$ cat src/rtl/mult_share_pkg.sv
// Shared widths and helpers for the shared-multiplier arbiter.
package mult_share_pkg;
  localparam int OP_W = 4;
  localparam int P_W  = 8;

  function automatic int clog2(input int value);
    int result;
    result = 0;
    for (int v = value - 1; v > 0; v = v >> 1) result++;
    return result;
  endfunction
endpackage

$ cat src/rtl/multiplier_4x4.sv
// Combinational 4x4 signed multiplier; the product is exact in 8 bits.
module multiplier_4x4
  import mult_share_pkg::*;
(
  output logic signed [P_W-1:0]  p,
  input  logic signed [OP_W-1:0] a,
  input  logic signed [OP_W-1:0] b
);
  logic signed [P_W-1:0] w_a_ext;
  logic signed [P_W-1:0] w_b_ext;

  // Sign-extend first so the multiply is carried out at full product width.
  assign w_a_ext = P_W'(a);
  assign w_b_ext = P_W'(b);
  assign p       = w_a_ext * w_b_ext;
endmodule

$ cat src/rtl/mult_share_arbiter.sv
// Round-robin sharing of one signed 4x4 multiplier among NUM_REQ requesters,
// with a single registered response slot.
//   state   | meaning
//   S_EMPTY | response register free, rsp_valid=0
//   S_FULL  | response register holds a product, rsp_valid=1
module mult_share_arbiter
  import mult_share_pkg::*;
#(
  parameter int NUM_REQ = 4,
  parameter int ID_W    = 2
) (
  input  logic                    clk,
  input  logic                    rst_n,
  input  logic [NUM_REQ-1:0]      req_valid,
  output logic [NUM_REQ-1:0]      req_ready,
  input  logic [NUM_REQ*OP_W-1:0] req_a,
  input  logic [NUM_REQ*OP_W-1:0] req_b,
  output logic                    rsp_valid,
  input  logic                    rsp_ready,
  output logic [P_W-1:0]          rsp_p,
  output logic [ID_W-1:0]         rsp_id
);
  localparam logic [0:0] S_EMPTY = 1'b0;
  localparam logic [0:0] S_FULL  = 1'b1;

  if (ID_W != clog2(NUM_REQ) || NUM_REQ < 2 || NUM_REQ > 8) begin : g_param_check
    $error("mult_share_arbiter: NUM_REQ must be 2..8 and ID_W must equal clog2(NUM_REQ)");
  end

  logic [0:0]            r_state;
  logic [ID_W-1:0]       r_ptr;
  logic [P_W-1:0]        r_p;
  logic [ID_W-1:0]       r_id;

  logic [ID_W-1:0]       w_grant;
  logic [ID_W-1:0]       w_ptr_next;
  logic                  w_can_accept;
  logic                  w_take;
  logic signed [OP_W-1:0] w_op_a;
  logic signed [OP_W-1:0] w_op_b;
  logic signed [P_W-1:0]  w_prod;

  // Walk downwards so the requester closest to the pointer is the last to overwrite.
  function automatic logic [ID_W-1:0] rr_pick(input logic [NUM_REQ-1:0] valid,
                                               input logic [ID_W-1:0]    ptr);
    logic [ID_W-1:0] pick;
    pick = '0;
    for (int k = NUM_REQ - 1; k >= 0; k--) begin
      int idx;
      idx = (int'(ptr) + k) % NUM_REQ;
      if (valid[idx]) pick = ID_W'(idx);
    end
    return pick;
  endfunction

  assign rsp_valid    = (r_state == S_FULL);
  assign rsp_p        = r_p;
  assign rsp_id       = r_id;
  assign w_grant      = rr_pick(req_valid, r_ptr);
  assign w_can_accept = !rsp_valid || rsp_ready;
  assign w_take       = (|req_valid) && w_can_accept;
  assign w_ptr_next   = (int'(w_grant) == NUM_REQ - 1) ? '0 : w_grant + 1'b1;

  // rst_n gates the handshake so nothing is offered while the block is held in reset.
  always_comb begin
    req_ready = '0;
    if (w_take && rst_n) req_ready[w_grant] = 1'b1;
  end

  assign w_op_a = req_a[int'(w_grant)*OP_W +: OP_W];
  assign w_op_b = req_b[int'(w_grant)*OP_W +: OP_W];

  multiplier_4x4 u_mult (
    .p (w_prod),
    .a (w_op_a),
    .b (w_op_b)
  );

  always_ff @(posedge clk or negedge rst_n) begin
    if (!rst_n) begin
      r_state <= S_EMPTY;
      r_ptr   <= '0;
      r_p     <= '0;
      r_id    <= '0;
    end else if (w_take) begin
      r_state <= S_FULL;
      r_ptr   <= w_ptr_next;
      r_p     <= w_prod;
      r_id    <= w_grant;
    end else if (rsp_ready) begin
      r_state <= S_EMPTY;
    end
  end
endmodule

$ cat config.mk
export PLATFORM = sky130hd
export DESIGN_NAME = mult_share_arbiter
export DESIGN_NICKNAME = d
export VERILOG_FILES = /design/src/rtl/mult_share_pkg.sv /design/src/rtl/multiplier_4x4.sv /design/src/rtl/mult_share_arbiter.sv
export SDC_FILE = /design/constraint.sdc
export NUM_CORES = 1
export LEC_CHECK = 0
export CAP_MARGIN = 10
export CORE_MARGIN = 2
export CORE_UTILIZATION = 30
export DETAILED_ROUTE_END_ITERATION = 10
export PLACE_DENSITY = 0.56
export SETUP_SLACK_MARGIN = 0.1
export SLEW_MARGIN = 20
export SYNTH_ARGS = -nofsm -noshare
export SYNTH_HDL_FRONTEND = slang
export SYNTH_HIERARCHICAL = 1
export SYNTH_SLANG_ARGS = --single-unit
$ cat constraint.sdc
create_clock -name clk -period 6.26 [get_ports clk]
set_clock_uncertainty 0.1 [all_clocks]
set_input_delay 0.626 -clock clk [delete_from_list [all_inputs] [get_ports clk]]
set_output_delay 0.626 -clock clk [all_outputs]
set_load 0.02 [all_outputs]
Word level (Yosys, flattened, before mapping)
Index checks and enable logic that the tools add are counted.
{"block": "totals", "ff_bits": 13, "input_bits": 39, "output_inout_bits": 15}
{"block": "classes", "addsub": 4, "mul": 1, "magnitude_cmp": 6, "n_eq_ne": 1, "shift": 2, "muxes": 21, "n_bitwise": 3, "reduce_logical": 10}
{"cell": "16-bit by 5-bit indexed part select with 4-bit output", "n": 2}
{"cell": "3-bit by 4-bit < comparator with 1-bit output (second input constant)", "n": 3}
{"cell": "1-bit two-way mux", "n": 10}
{"cell": "2-bit two-way mux", "n": 5}
{"cell": "1-bit binary-select mux with 2-bit select", "n": 4}
{"cell": "4-bit by 4-bit multiplier with 8-bit output", "n": 1}
{"cell": "2-bit by 3-bit < comparator with 1-bit output (second input constant)", "n": 2}
{"cell": "2-bit OR reduction", "n": 3}
{"cell": "2-bit by 1-bit adder with 2-bit output (second input constant)", "n": 2}
{"cell": "2-bit adder (second input constant)", "n": 2}
{"cell": "4-bit two-way mux", "n": 1}
{"cell": "4-bit OR reduction", "n": 1}
{"cell": "1-bit AND (first input constant)", "n": 3}
{"cell": "1-bit logical AND", "n": 3}
{"cell": "1-bit demux with 2-bit select", "n": 1}
{"cell": "2-bit by 1-bit == test with 1-bit output (second input constant)", "n": 1}
{"cell": "2-bit by 1-bit >= comparator with 1-bit output (second input constant)", "n": 1}
{"cell": "2-bit nonzero test", "n": 1}
{"cell": "1-bit zero test", "n": 1}
{"cell": "1-bit logical OR", "n": 1}

Longest topological paths before layout
Gate-level depths: netlist of run 1.
{"block": "logic_depth", "depth_word": 15, "ltp_mapped": 19, "mapped_depth_nobuf": 17}

Cells and area by module
The synthesis of run 1 kept the hierarchy.
{"mod": "mult_share_arbiter", "instances": 1, "cells_per_inst": 80, "area_each_um2": 890.9, "seq_area_each_um2": 325.3}
{"mod": "multiplier_4x4", "instances": 1, "cells_per_inst": 59, "area_each_um2": 565.5, "seq_area_each_um2": 0.0}

Worst setup path after synthesis of run 1
OpenSTA, ideal clock, no wires.
{"block": "synth_timing", "path_kind": "in2reg", "from": "input req_valid[2]", "to": "register r_p[7] (netlist: rsp_p[7])", "setup_time_ns": 0.125, "arrival_ns": 4.483, "required_time_ns": 6.035, "path_slack_ns": 1.552, "cell_stages": 15, "n_path_buf": 1, "path_cell_list": "and2b_1 a221oi_2 buf_6 mux2i_1 nand2_1 fa_1 fa_1 fa_1 inv_1 ha_1 fa_1 a21o_1 a21oi_1 xnor2_1 mux2_2"}
{"block": "synth_between", "elab_chain_len": 9}
{"element": "from (decl)", "line_no": "mult_share_arbiter.sv:14", "rtl": "input logic [NUM_REQ-1:0] req_valid,"}
{"element": "1-bit binary-select mux with 2-bit select", "line_no": "mult_share_arbiter.sv:51", "rtl": "if (valid[idx]) pick = ID_W'(idx);"}
{"element": "1-bit two-way mux (implied by the code) (2 in a row)", "line_no": "mult_share_arbiter.sv:51"}
{"element": "2-bit two-way mux (3 in a row)", "line_no": "mult_share_arbiter.sv:51"}
{"element": "2-bit two-way mux (*)", "line_no": "mult_share_arbiter.sv:51"}
{"element": "16-bit by 5-bit indexed part select with 4-bit output (*)", "line_no": "mult_share_arbiter.sv:70", "rtl": "assign w_op_a = req_a[int'(w_grant)*OP_W +: OP_W];"}
{"element": "named net w_op_a[1]", "line_no": "mult_share_arbiter.sv:39", "rtl": "logic signed [OP_W-1:0] w_op_a;"}
{"element": "4-bit by 4-bit multiplier with 8-bit output (*)", "line_no": "multiplier_4x4.sv:15", "rtl": "assign p = w_a_ext * w_b_ext;"}
{"element": "named net w_prod[7]", "line_no": "mult_share_arbiter.sv:41", "rtl": "logic signed [P_W-1:0] w_prod;"}
{"element": "to (signal assigned)", "line_no": "mult_share_arbiter.sv:88", "rtl": "r_p <= w_prod;"}
{"element": "to (decl)", "line_no": "mult_share_arbiter.sv:32", "rtl": "logic [P_W-1:0] r_p;"}
The timed path passes the listed nets; every way through them passes the cells marked *. The select of a mux whose other input is x is not followed.
A chain may end at the register's enable or synchronous reset.

Worst setup path after layout of run 1
{"block": "layout_timing", "from": "input req_valid[3]", "to": "register r_p[7] (netlist: rsp_p[7])"}
Same word-level chain as after synthesis.

==> key figures, run 1 <==
Run status
  • Outcome: completed

STA
  • RSZ-0062 raised after global routing: no
  • Worst rel slew slack: approximately half
  • Final hold vios: 0
  • Fin. max-slew vios: 0
  • Setup-failing EPs final: 0
  • Max Clock Freq: approximately 0.19 GHz
  • Crit share post-route: 83.8%
  • Worst slew pin tran: 0.765 ns
  • Total negative slack: 0 ns
  • Min cycle time layout: between 5 and 6 ns

Pwr
  • VDD IR max: ~0.33 mV
  • Sequential share of power: 12.7%
  • Leak: between 1 and 1.5 nW
  • Power Total: 1.18 mW
  • PwrDens: 571 mW/mm²
  • P_int: 0.672 mW
  • Clock power frac: under 10%
  • Switching power total: 0.512 mW
  • Sw Share: 43.2%
  • Comb power frac: 81.3%

Final layout
  • P&R area growth vs syn: 42.5%
  • Share of layout cells above drive strength 1: between 10 and 15%
  • Antenna cells: 0
  • Layout Nets: 256

Place
  • Final GP Congestion: approximately 0.8
  • Final HPWL DP: 2890 µm
  • PortBufs: 53

Route
  • Initial drt markers: 27
  • Post-Route WL: 3390 µm
  • DR vias/cell: 4.72
  • Final ANT Viol Nets: 0
  • Routed wire per std cell: 13.7 µm
  • DR pass1 iterations: 4
  • Routed vias: 1170
  • DRC violations left: 0

Global routing
  • Gr ovfl total: 0
  • Vias in the first global route: 1197
  • Initial antenna violation count: 0
  • Largest net degree at the start of global routing: 19
  • First-pass GRT wire length: 5510 µm
  • Gr usage total: 12.9%

Die
  • Initial Util: a little under a third
  • Die footprint: about 0.0054 mm²
  • I/O pins: 54
  • Die H: 73.7 µm
  • Row count: 25
  • Die W: 73.7 µm
  • Core ar.: 0.00469 mm²

Clocking
  • Clock Tree Buf Depth: 2
  • H-tree depth: 1
  • CTS Hold Bufs: 0
  • Resized Gates After CTS: 0
  • Num CTS Buffers: 3
  • Setup Buffers After CTS: 0
  • Reg clk slew, reported paths: 0.05 ns
  • Clock root cell: clkbuf_8
  • CTS Sinks: 13
  • Clk_lat worst skew: 0.23 ns
  • TritonCTS clock tree: done

Setup path
  • Setup crit start: req_valid[3]
  • CP startpoint kind: input pin
  • Reg2Reg Depth: 17
  • Buf+Inv Stages, Crit Path: 3
  • Cells traversed along the worst timing path: clkdlybuf4s50_1, nor2_1, a221oi_2, nand3_1, buf_4, mux2i_1, mux2i_1, nand2_1, fa_1, fa_1, fa_1, inv_1, ha_1, fa_1, a21o_1, a21oi_1, xnor2_1, mux2_2
  • Reg2reg start: r_ptr[1]
  • RR Endpoint: rsp_p[7]
  • Slowest cell on the critical path: clkdlybuf4s50_1
  • CP Class: in2reg
  • CP dominant cell by count: fa_1
  • Setup crit end kind: flop
  • CP peak stage delay: ~0.55 ns
  • Crit path max fanout: 18
  • CP Data Arrival Time: 5.26 ns
  • Cell family with most CP delay: adder cells
  • R2r setup slk: roughly 1.4 ns
  • CP required: 6.28 ns

Hold path
  • Hold crit path type: reg2reg
  • Hold path depth: 1
  • Hold Crit Endpoint: rsp_p[6]
  • Hold path start: rsp_p[6]

Logic synthesis
  • Mapped Avg Cell Area: 10.5 µm²
  • Register bit count reported by yosys: 13
  • Cell Area, Synth: 0.00146 mm²
  • Yosys warns: 6
  • Syn_nets: 200
  • Post-Syn Instances: about 140
  • Distinct cells, synth: 30
  • Seq/Total Area, Yosys: 22.3%

Run
  • Max Cap Viol: 0
-- how the worst max path moves through the flow --
stage | endpoint | slack (ns) | cells past startpoint
floorplan | rsp_p[7] | 1.55 | 15
global placement | rsp_p[7] | 0.87 | 18
detailed placement | rsp_p[7] | 0.75 | 18
CTS | rsp_p[7] | 0.99 | 18
global route | rsp_p[7] | 0.74 | 18
finish | rsp_p[7] | 1.02 | 18
-- stage by stage --
step	utilization (%)	hold WS [ns]	instance area (µm²)	cells	setup slack, ns
after floorplan	-	0.230	1460	139	1.55
after CTS	44.2	0.407	2080	248	0.991
final	44.2	0.403	2080	248	1.02
after global placement	43.3	0.394	2030	244	0.869
after global routing	44.2	0.431	2080	248	0.744
after detailed placement	43.3	0.395	2030	244	0.750
-- layout by cell type (no fill, tap or decap), types with 2 or more instances in the layout --
master | netlist | routed
clkdlybuf4s50_1 | 0 | 53
a21o_1 | 2 | 2
a221oi_2 | 2 | 2
nor2_1 | 5 | 5
and2_1 | 9 | 9
nand2_1 | 6 | 6
inv_1 | 16 | 16
o21bai_1 | 2 | 2
mux2_2 | 10 | 10
o21ai_0 | 2 | 2
mux2i_1 | 24 | 24
xnor2_1 | 3 | 3
a21oi_1 | 4 | 4
nand3_1 | 2 | 2
ha_1 | 13 | 13
buf_4 | 0 | 2
nor3_1 | 2 | 2
fa_1 | 9 | 9
clkbuf_8 | 0 | 3
dfrtp_1 | 13 | 13
-- logic make-up (layout without fill, tap and decap cells) --
kind of cell	Yosys count	count (layout)	share of synthesized area, %
AO/OA/AOI/OAI	13	13	6.79
adder cells (fa/ha/maj)	22	22	23.5
AND/OR/NAND/NOR	31	31	11.3
buffers and inverters	20	75	6.79
flip-flops	13	13	22.3
XOR/XNOR	6	6	5.07
multiplexers	34	34	24.2
-- layout make-up --
type	count	area [µm²]
Multi-Input combinational cell	106	1030
Inverter	16	60.1
Tap cell	54	67.6
Sequential cell	13	325
Timing Repair Buffer	55	546
Fill cell	461	2620
Clock buffer	4	45.0
-- cell usage after synthesis --
master | n | share of area [%]
mux2_2 | 10 | 7.7
nand3_1 | 2 | 0.69
nand2b_1 | 1 | 0.43
nor2b_1 | 1 | 0.43
fa_1 | 9 | 12
dfrtp_1 | 13 | 22
nor3b_1 | 1 | 0.52
a21oi_1 | 4 | 1.4
xnor2_1 | 3 | 1.8
ha_1 | 13 | 11
nor4_1 | 1 | 0.43
a221oi_2 | 2 | 2.1
buf_2 | 1 | 0.34
buf_6 | 3 | 2.3
mux2i_1 | 24 | 16
o21ai_0 | 2 | 0.69
o21bai_1 | 2 | 1.0
and2_1 | 9 | 3.9
a21oi_2 | 1 | 0.60
xnor3_1 | 1 | 1.5
nor2_1 | 5 | 1.3
inv_1 | 16 | 4.1
and2b_1 | 1 | 0.52
and3_1 | 1 | 0.43
a21o_1 | 2 | 1.0
nor3_1 | 2 | 0.69
xor2_1 | 1 | 0.60
nand2_2 | 1 | 0.43
nand2_1 | 6 | 1.5
xnor2_2 | 1 | 1.1
-- power by group through the flow --
| stage | clock network, mW | logic [mW] | registers (mW) |
|---|---|---|---|
| 6_report | 0.0713 | 0.962 | 0.151 |
| 2_1_floorplan | 0 | 0.683 | 0.188 |
| 5_1_grt | 0.0789 | 1.09 | 0.156 |
| 3_5_place_dp | 0 | 0.979 | 0.152 |
| 4_1_cts | 0.0743 | 0.985 | 0.151 |
| 3_3_place_gp | 0 | 0.936 | 0.150 |
-- flip-flops by register name, summed over array words and instances (netlist names) --
signal     count
rsp_valid      1
rsp_id         2
rsp_p          8
r_ptr          2
-- worst reg2reg max path, stage by stage (launching register included) --
cell	delay [ns]
dfrtp_1	0.41
inv_1	0.12
a221oi_2	0.29
nand3_1	0.10
buf_4	0.23
mux2i_1	0.15
mux2i_1	0.34
nand2_1	0.13
fa_1	0.48
fa_1	0.51
fa_1	0.52
inv_1	0.04
ha_1	0.21
fa_1	0.40
a21o_1	0.17
a21oi_1	0.17
xnor2_1	0.09
mux2_2	0.26
-- metal layers --
metal / global-route usage, % / vias to the layer above / part of all wire, %
li1: - / 587 / -
met1: 17.3 / 549 / 45
met2: 21.9 / 32 / 50
met3: 1.37 / 2 / 5.2
met4: 3.64 / 0 / 0.47
met5: 0 / - / 0
Note: power is estimated with default switching activity, not from simulation.
==> run 2: changes to the inputs <==
- clock period: 6.26 -> 5 ns (I/O delays scaled with it)
==> run 2 against run 1 <==
Critical path depth did not move. Largest power group unchanged. Core utilization rose by 8.0 points. Count of clock-buffer cells in the layout did not move. Clock power rose by 27%. Power rose by 48%. Final cell count rose by 10%. Worst hold slack improved by 0.0094 ns. Combinational power rose by 54%. Die area did not move.
==> key figures, run 2 (synthesis results as in run 1) <==
Run status
  • Outcome: completed

Pwr
  • Switching power total: roughly 0.72 mW
  • Comb power frac: between 80 and 90%
  • Sequential share of power: 10.6%
  • P_int: a little over 1 mW
  • Clock power frac: 5.2%
  • Leak: 1.18 nW
  • Power Total: 1.76 mW
  • VDD IR max: 0.395 mV
  • Sw Share: slightly above 40%
  • PwrDens: 717 mW/mm²

STA
  • Fin. max-slew vios: 0
  • Min cycle time layout: 4.61 ns
  • Setup-failing EPs final: 0
  • Final hold vios: 0
  • Worst rel slew slack: 51.8%
  • Crit share post-route: 92.1%
  • Max Clock Freq: between 0.2 and 0.25 GHz
  • RSZ-0062 raised after global routing: no
  • Worst slew pin tran: between 0.7 and 0.8 ns
  • Hold WS: 0.413 ns

Die
  • Die W: between 70 and 80 µm
  • Initial Util: 31.0%
  • Die H: 73.7 µm
  • Core ar.: roughly 0.0047 mm²
  • I/O pins: 54
  • Row count: 25
  • Die footprint: 0.00543 mm²

Hold path
  • Hold path depth: 1
  • Hold crit path type: reg2reg

Clocking
  • Clock Tree Buf Depth: 2
  • TritonCTS clock tree: done
  • H-tree depth: 1
  • CTS Hold Bufs: 0
  • Num CTS Buffers: 3
  • Clock root cell: clkbuf_8
  • Reg clk slew, reported paths: 0.05 ns
  • CTS Sinks: 13
  • Clk_lat worst skew: 0.24 ns

Route
  • DR pass1 iterations: 4
  • Final ANT Viol Nets: 0
  • Initial drt markers: 32
  • Routed wire per std cell: 13.7 µm
  • Post-Route WL: 3760 µm
  • DR vias/cell: 4.62
  • Routed vias: roughly 1300
  • DRC violations left: 0

Setup path
  • Stages on worst setup path: 18
  • CP peak stage delay: 0.57 ns
  • CP Data Arrival Time: approximately 4.6 ns
  • Cell family with most CP delay: adder cells
  • CP Class: reg2reg
  • Setup crit end kind: flop
  • CP dominant cell by count: fa_1
  • Crit path max fanout: 7
  • Buf+Inv Stages, Crit Path: 6
  • Reg2Reg Depth: 18
  • Cells traversed along the worst timing path: inv_1, a221oi_2, nand3_2, buf_6, buf_12, mux2i_1, mux2i_4, nand2b_4, fa_1, fa_1, fa_1, inv_1, ha_2, fa_2, buf_4, buf_4, xor2_1, mux2_2
  • Slowest cell on the critical path: fa_1
  • CP startpoint kind: flop
  • CP required: 5.02 ns

Final layout
  • Share of layout cells above drive strength 1: between 20% and 30%
  • Commonest non-fill, non-tap cells in the layout: clkdlybuf4s50_1 (49), buf_4 (24), inv_1 (16)
  • P&R area growth vs syn: 68.2%
  • Most common cell after layout, fill and taps aside: clkdlybuf4s50_1
  • Area of the multi-input gates: 0.00116 mm²
  • Number of flip-flops in the largest register: 8
  • Layout Nets: 282
  • Final core occ: 52.2%
  • Post-Layout Cell Count: 274
  • FILL cells: ~420
  • Register Area: ~330 µm²
  • Antenna cells: 0

Run
  • Max Cap Viol: 0

Place
  • Placed cells: 265
  • PortBufs: 53
  • Final GP Congestion: 0.805
  • Final HPWL DP: 3060 µm

Global routing
  • Vias in the first global route: around 1300
  • Gr usage total: 13.7%
  • Gr ovfl total: 0
  • First-pass GRT wire length: 5870 µm
  • Largest net degree at the start of global routing: 17
  • Initial antenna violation count: 0
[run 2: per-stage QoR]
stage	TNS, ns	cell area, µm²	worst slack [ns]
after floorplan	0	1460	0.418
after global placement	-0.127	2210	-0.117
after detailed placement	-0.349	2210	-0.237
after CTS	0	2260	0.102
after global routing	0	2450	0.138
final	0	2450	0.393
[run 2: worst reg2reg max path: cells and delay by family, from the launching register on]
family	cells	cell delay (ns)
fa+ha+maj	5	2.06
buf+inv	6	0.73
mux	3	0.62
flops	1	0.40
compound gates	1	0.28
simple gates	2	0.17
xor+xnor	1	0.15
[run 2: final timing paths]
check / from / end / slack (ns)
hold reg to reg: rsp_id[1] / rsp_id[1] / 0.41
setup / recovery: r_ptr[1] / rsp_p[5] / 0.39
setup reg to reg: r_ptr[1] / rsp_p[5] / 0.39
max in group asynchronous: rst_n / rsp_id[0] / 4.17
hold / removal: rsp_id[1] / rsp_id[1] / 0.41
min in group asynchronous: rst_n / rsp_p[7] / 0.47
[run 2: layout make-up]
| cell class | count | share of cell area [%] |
|---|---|---|
| clock buffers | 4 | 1.84 |
| well taps | 54 | 2.76 |
| multi-input cells | 106 | 47.5 |
| repair buffers | 81 | 32.2 |
| inverters | 16 | 2.45 |
| flip-flops and latches | 13 | 13.3 |
[run 2: metal layers]
| metal | track usage, % | routed length (µm) | up-vias |
|---|---|---|---|
| li1 | - | - | 637 |
| met1 | 18.0 | 1630 | 595 |
| met2 | 23.3 | 1960 | 32 |
| met3 | 1.78 | 160 | 2 |
| met4 | 4.04 | 10 | 0 |
| met5 | 0 | 0 | - |
[run 2: power by group through the flow]
stage               Combinational, mW  Sequential [mW]  Clock, mW
floorplan                       0.856            0.236          0
global placement                 1.31            0.188          0
detailed placement               1.33            0.189          0
CTS                              1.37            0.189     0.0937
global route                     1.64            0.196     0.0980
finish                           1.48            0.187     0.0905
[run 2: timing repair]
item / in CTS / in global routing
pin swaps: 1 / 11
endpoints found under the setup margin: 1 / 3
setup buffers: 0 / 5
resized for setup: 2 / 31
